$ cat src/rtl/variable_length_unpacker_pkg.sv
// Shared constants and helpers for the bit-stream unpacker and the
// downstream variable-length decoders.
package variable_length_unpacker_pkg;

  // Bit positions inside the sticky err vector.
  localparam int ERR_UNDERFLOW = 0;
  localparam int ERR_OVERFLOW  = 1;

  // Number of bits needed to represent x (0 for x = 0). Callers pass
  // (n-1) to get the index width of an n-entry range.
  function automatic int log2(input int x);
    int r;
    r = 0;
    for (int i = 0; i < 31; i++) begin
      if ((x >> i) != 0) r = i + 1;
    end
    return r;
  endfunction

endpackage

$ cat src/rtl/variable_length_unpacker_bit_reverse.sv
// Purely combinational bit-order reversal: y[i] = a[WIDTH-1-i].
module bit_reverse #(
  parameter int WIDTH = 8
) (
  input  logic [WIDTH-1:0] a,
  output logic [WIDTH-1:0] y
);

  // Mirror the vector end for end.
  always_comb begin
    for (int i = 0; i < WIDTH; i++) begin
      y[i] = a[WIDTH-1-i];
    end
  end

endmodule

$ cat src/rtl/variable_length_unpacker.sv
// Variable-length bit-stream unpacker. Fixed-width words are appended to
// an LSB-first bit buffer (buffer[0] is always the oldest bit); the
// consumer sees a WIDTH_OUT-bit look-ahead window and removes 0..WIDTH_OUT
// bits per cycle. Bad pops and dropped pushes raise sticky error flags.
module variable_length_unpacker
  import variable_length_unpacker_pkg::*;
#(
  parameter int WIDTH_IN     = 8,
  parameter int WIDTH_OUT    = 8,
  parameter int BUFFER_WIDTH = 32,
  parameter bit MSB_FIRST    = 1'b0,
  localparam int LB = log2(BUFFER_WIDTH - 1),
  localparam int LO = log2(WIDTH_OUT - 1)
) (
  input  logic                 clk,
  input  logic                 rst,
  input  logic                 push,
  input  logic [WIDTH_IN-1:0]  d,
  output logic                 in_ready,
  input  logic [LO:0]          pop,
  output logic [WIDTH_OUT-1:0] q,
  output logic [LO:0]          q_bits,
  output logic [LB:0]          size,
  output logic [1:0]           err
);

  // Size arithmetic runs one bit wider than size itself so that neither
  // the subtraction nor the push addition can wrap.
  localparam int SW  = LB + 2;
  localparam int SZW = LB + 1;
  localparam int QW  = LO + 1;

  localparam logic [SW-1:0] PUSH_LIMIT = SW'(BUFFER_WIDTH - WIDTH_IN);
  localparam logic [SW-1:0] POP_MAX    = SW'(WIDTH_OUT);
  localparam logic [SW-1:0] WORD_BITS  = SW'(WIDTH_IN);

  logic [BUFFER_WIDTH-1:0] buffer;
  logic [BUFFER_WIDTH-1:0] buffer_next;
  logic [WIDTH_IN-1:0]     d_lsb;
  logic [WIDTH_OUT-1:0]    q_lsb;
  logic [SW-1:0]           size_ext;
  logic [SW-1:0]           pop_ext;
  logic [SW-1:0]           shift_amt;
  logic [SW-1:0]           base;
  logic [SW-1:0]           size_next;
  logic [1:0]              err_set;
  logic                    pop_ok;
  logic                    push_ok;

  assign size_ext = SW'(size);
  assign pop_ext  = SW'(pop);

  // Room check looks at registered size only: a pop in the same cycle
  // never opens the gate, keeping pop off the in_ready timing path.
  assign in_ready = (size_ext <= PUSH_LIMIT);

  // Window exposes the oldest bits; everything at and above size is zero.
  assign q_lsb  = buffer[WIDTH_OUT-1:0];
  assign q_bits = (size_ext > POP_MAX) ? QW'(WIDTH_OUT) : QW'(size);

  // Bit-order adaptation on the way in and on the way out.
  if (MSB_FIRST) begin : g_msb_first
    bit_reverse #(.WIDTH(WIDTH_IN))  u_rev_d (.a(d),     .y(d_lsb));
    bit_reverse #(.WIDTH(WIDTH_OUT)) u_rev_q (.a(q_lsb), .y(q));
  end else begin : g_lsb_first
    assign d_lsb = d;
    assign q     = q_lsb;
  end

  // Next buffer/size: apply the accepted pop first, then OR the new word
  // in directly above the surviving bits.
  // NOTE: every always_comb output gets a default before any condition so
  // no path can leave it unassigned and infer a latch.
  always_comb begin
    pop_ok      = (pop_ext <= size_ext) && (pop_ext <= POP_MAX);
    push_ok     = push && in_ready;
    shift_amt   = pop_ok ? pop_ext : '0;
    base        = size_ext - shift_amt;
    buffer_next = buffer >> shift_amt;
    size_next   = base;
    if (push_ok) begin
      buffer_next = buffer_next | (BUFFER_WIDTH'(d_lsb) << base);
      size_next   = base + WORD_BITS;
    end
    err_set                = '0;
    err_set[ERR_UNDERFLOW] = !pop_ok;
    err_set[ERR_OVERFLOW]  = push && !in_ready;
  end

  // State update with synchronous reset; error flags are sticky until rst.
  // NOTE: sequential state uses non-blocking assignments so every register
  // samples the pre-edge values regardless of statement order.
  always_ff @(posedge clk) begin
    if (rst) begin
      buffer <= '0;
      size   <= '0;
      err    <= '0;
    end else begin
      buffer <= buffer_next;
      size   <= SZW'(size_next);
      err    <= err | err_set;
    end
  end

endmodule

$ cat config.mk
export PLATFORM = sky130hd
export DESIGN_NAME = variable_length_unpacker
export DESIGN_NICKNAME = d
export VERILOG_FILES = /design/src/rtl/variable_length_unpacker_pkg.sv /design/src/rtl/variable_length_unpacker_bit_reverse.sv /design/src/rtl/variable_length_unpacker.sv
export SDC_FILE = /design/constraint.sdc
export NUM_CORES = 1
export LEC_CHECK = 0
export ABC_AREA = 1
export BUFFER_PORTS_ARGS = -buffer_cell sky130_fd_sc_hd__buf_2
export CELL_PAD_IN_SITES_DETAIL_PLACEMENT = 0
export CELL_PAD_IN_SITES_GLOBAL_PLACEMENT = 1
export CORE_ASPECT_RATIO = 0.9
export CORE_UTILIZATION = 42
export CTS_CLUSTER_SIZE = 14
export DETAILED_ROUTE_END_ITERATION = 7
export GPL_ROUTABILITY_DRIVEN = 0
export MAX_ROUTING_LAYER = met4
export PLACE_DENSITY = 0.87
export SLEW_MARGIN = 20
export SYNTH_ARGS = -nofsm -noshare
export SYNTH_HDL_FRONTEND = slang
export SYNTH_SLANG_ARGS = --single-unit
export TNS_END_PERCENT = 1
$ cat constraint.sdc
create_clock -name clk -period 4.74 [get_ports clk]
set_clock_uncertainty 0.2 [all_clocks]
set_input_delay 0 -clock clk [delete_from_list [all_inputs] [get_ports clk]]
set_output_delay 0 -clock clk [all_outputs]
set_load 0.03 [all_outputs]
Yosys cells after proc, flatten, opt, wreduce, memory -nomap -nowiden. Cells that the tools add are included.

Output and inout bits: 21. Register bits after elaboration: 40. Input port bits: 15.

Muxes and demuxes: 4. Shift operators: 2. Order comparisons: 4. Reduce and logical (&&, ||, !) cells: 5. $add $sub $neg: 2. Bitwise gates (word level): 2.

Operator list (number): two-way mux 32 bit (1); OR 32 bit (1); left shift 8 x 7 -> 32 bit (1); >> shifter 32 x 4 -> 32 bit (1); two-way mux 4 bit (2); subtractor 6 x 4 -> 7 bit (1); adder 6 x 4 -> 6 bit (second input constant) (1); > comparator 6 x 4 -> 1 bit (second input constant) (1); <= comparator 4 x 6 -> 1 bit (1); <= comparator 6 x 5 -> 1 bit (second input constant) (1); two-way mux 6 bit (1); <= comparator 4 bit (second input constant) (1); logical AND 1 bit (3); logical NOT 1 bit (2); OR 2 bit (1).

Longest topological paths before layout.
Depth in word-level cells: 7. Mapped depth: 30.

Worst setup path after synthesis. OpenSTA, ideal clock, no wires.

Path type: flip-flop to flip-flop. Start: reg size[3]. End: reg buffer[17]. Period minus slack after synthesis: 3.701 ns. Data arrival time: 3.392 ns. Path buffers: 2. Setup slack: 1.039 ns. Cell stages (with the launch flop): 22. Library setup time: 0.109 ns. Cell sequence: dfxtp_1 -> inv_1 -> ha_1 -> nand2_1 -> nor2_2 -> nand2_1 -> nand2_1 -> nand2_4 -> nand3_4 -> buf_6 -> inv_1 -> ha_1 -> fa_1 -> xnor2_1 -> inv_1 -> clkbuf_1 -> nand3_1 -> nand2_1 -> a21oi_1 -> nand3_1 -> nand2_1 -> inv_1.

Cells in the longest elaborated chain, start to end: 7.

Ends and longest elaborated chain: start, declared (line variable_length_unpacker.sv:23) `output logic [LB:0] size,`; start signal, assigned (line variable_length_unpacker.sv:100) `size <= SZW'(size_next);`; <= comparator 4 x 6 -> 1 bit (line variable_length_unpacker.sv:75) `pop_ok = (pop_ext <= size_ext) && (pop_ext <= POP_MAX);`; logical AND 1 bit (line variable_length_unpacker.sv:75); two-way mux 4 bit (line variable_length_unpacker.sv:77) `shift_amt = pop_ok ? pop_ext : '0;`; subtractor 6 x 4 -> 7 bit (line variable_length_unpacker.sv:78) `base = size_ext - shift_amt;`; left shift 8 x 7 -> 32 bit (line variable_length_unpacker.sv:82) `buffer_next = buffer_next | (BUFFER_WIDTH'(d_lsb) << base);`; OR 32 bit (line variable_length_unpacker.sv:82); two-way mux 32 bit * (line variable_length_unpacker.sv:81) `if (push_ok) begin`; end signal, assigned (line variable_length_unpacker.sv:99) `buffer <= buffer_next;`; end, declared (line variable_length_unpacker.sv:37) `logic [BUFFER_WIDTH-1:0] buffer;`.

Every way passes the cells marked *; elsewhere a longest branch is shown, timed or not. A chain may end at the register's enable or synchronous reset.

Final worst setup path.
Start: reg size[3]. End: reg buffer[7].

The elaborated chain is that of the path after synthesis.

==> metrics <==
status=finished clean; CTS resizes=0; Die Span Y=95.9 µm; Layout fillers=1,004; io pins=36; worst r2r dst=buffer[7]; WL met2=5.45 mm; count of different cell masters after synthesis=34; startpoint types=flip-flop; Mapped Cells=690; GR Overflow Total=0; setup bufs post-CTS=0; top post-synthesis cells by area=nand3_1 (31%), dfxtp_1 (19%), nand2_1 (12%), inv_1 (7.1%), nand4_1 (5.6%); Clk Latency, worst-skew pair=310 ps; CTS tree=done; crit path max-delay cell type=fa_1; synthesized flop and latch total=40; uppermost layer routed=met4; Max Cap Violations=0; setup repair after global routing missed its margin=no; minimum clock period after layout=4230 ps; Port Buffers=35; WL met3=1.28 mm; R2R Setup Slk=510 ps; r2r worst-path depth=20; CTS Buf Count=5; CP delay by family, top=simple AND/OR/NAND/NOR gates; remaining antenna violation count=0; Synth top area share=30.5%; antenna fix cells=0; width of the die=106 µm; critical-path cell list=inv_1 -> ha_1 -> nand2_1 -> nor2_2 -> nand2_1 -> nand2_1 -> nand2_4 -> nand3_4 -> inv_1 -> ha_1 -> fa_1 -> inv_1 -> nand3_1 -> and2_1 -> nand2_1 -> nand2_1 -> nand3_1 -> nand3_1 -> nand2_1 -> inv_1; Synth area leader=nand3_1; Critical Path Stages=20; routed len/inst=15.8 µm; worst min path class=in2reg; DRT iter0 DRCs=544; area delta synth->final=5.17%; # rows=33; total wire length=12.9 mm; met1 WL=5.95 mm; area of the mapped netlist=0.00411 mm²; CP Buf/Inv Count=4; DRC=0; max incr delay on CP=790 ps; Vias=4,789; Setup Viol. Count Final=0; Post-Layout Cell Count=815; Fin. Hold Viols=0; vias in the first global route=4,266; crit end category=flip-flop; largest net degree at the start of global routing=37; CP endpoint=buffer[7]; Max Clock Freq=236 MHz; initial antenna violation count=0; post-placement cell count=804; global-route usage over all layers=27.2%; Max clock buf depth=2; Pre-antenna DRT Iters=6; global-route wire length before repair=21.2 mm; Starting Density=44.3%; post-synthesis sequential area ratio=19.5%; Worst EP arrival=4290 ps; core box area=0.00929 mm²; clock root buffer=clkbuf_8; max-slew violation count=0; CP startpoint=size[3]; post-route setup TNS=0 ps; total clock sinks=40; critical path class=reg2reg; syn nets=716; syn_area_per_cell=5.96 µm²; hpwl dp=9.48 mm; worst path required time=4800 ps; die area=0.0102 mm²; clk slew on worst S/H paths=90 ps; area post-placement=0.00419 mm²; post-DR vias/cell=5.88; Worst path most repeated cell=nand2_1; Final Cycle Share=89.3%; post-route cell area=0.00433 mm²; H-tree Lvls=2; number of synthesis warnings=0; fraction of layout cells with a size suffix above 1=12.7%; Total Nets Final=718; Worst Tran Pin Value=906 ps; slew margin rel.=39.2%; Reg2Reg Launch Point=size[3]; Crit Path Max Fanout=34
## stage by stage
step / util [%] / hold slack [ps] / setup slack (ps)
2_1_floorplan: - / -131 / 1040
3_3_place_gp: 45.1 / 107 / 663
3_5_place_dp: 45.1 / 114 / 606
4_1_cts: 46.6 / 80.4 / 568
5_1_grt: 46.6 / 132 / 126
6_report: 46.6 / 89.7 / 509
## state kept, by name, summed over array words and instances, names as in the netlist
register,count
size,6
buffer,32
err,2
## how the worst min path moves through the flow
stage               start          to  slack, ps  cells past startpoint
floorplan             rst  buffer[24]       -130                      1
global placement     push      err[1]        110                      3
detailed placement   push      err[1]        110                      3
CTS                  d[7]  buffer[30]         80                      7
global route         d[7]  buffer[30]        130                      7
finish               d[7]  buffer[30]         90                      7
## kinds of logic after synthesis
group | count (synthesis) | share of synthesized area, %
xor+xnor | 4 | 1.03
buf+inv | 143 | 16.3
simple gates | 459 | 55.3
fa+ha+maj | 11 | 3.53
compound gates | 33 | 4.32
flops | 40 | 19.5
## per-layer routing
metal,GRT usage (%),vias up
li1,-,2331
met1,37.9,2178
met2,40.0,262
met3,4.06,18
met4,8.80,0
met5,-,-
## synth_stat cells, drive strengths merged
cell type,number
nor2,18
a21boi,1
a21oi,16
nand2,133
ha,10
inv,89
nor3,3
xnor2,2
fa,1
o21ai,13
dfxtp,40
clkbuf,10
xor2,2
o211ai,1
nand4,37
a31oi,1
and2,1
clkinv,2
or2,1
o21a,1
buf,42
nand3,266
## layout by cell type (no fill, tap or decap), types with 2 or more instances in the layout
master,count
dfxtp_1,40
a21oi_1,16
clkbuf_8,5
inv_1,78
inv_2,10
nand2_2,4
nand3_1,251
dlygate4sd3_1,3
nand3_4,2
buf_4,9
nand4_1,37
nor3_1,3
nand3_2,13
ha_1,10
clkinv_1,2
o21ai_1,3
o21ai_0,10
nor2_1,16
buf_2,35
nand2_1,128
## area by class of cell
cell class | count | area, µm² | share of cell area (%)
clock inverter | 2 | 35.0 | 0.810
clock buffer | 6 | 72.6 | 1.68
multi-input combinational | 507 | 2650 | 61.2
sequential | 40 | 801 | 18.5
inverter | 91 | 344 | 7.95
tap | 122 | 153 | 3.53
timing repair buffer | 47 | 273 | 6.31
## tightest hold or removal path: stages
cell and delay (ps):
buf_2 100, nand2_1 90, inv_2 50, nand4_1 100, nand2_1 70, nand3_1 80
a21oi_1 60
## repair_timing
| item | 4_1_cts | 5_1_grt |
|---|---|---|
| setup endpoints to repair | 0 | 0 |
| hold buffers | 3 | 0 |
| hold endpoints to repair | 14 | 0 |
Power is not shown: default switching activity piles up to over one toggle a cycle in this logic, so the estimate is an artifact.
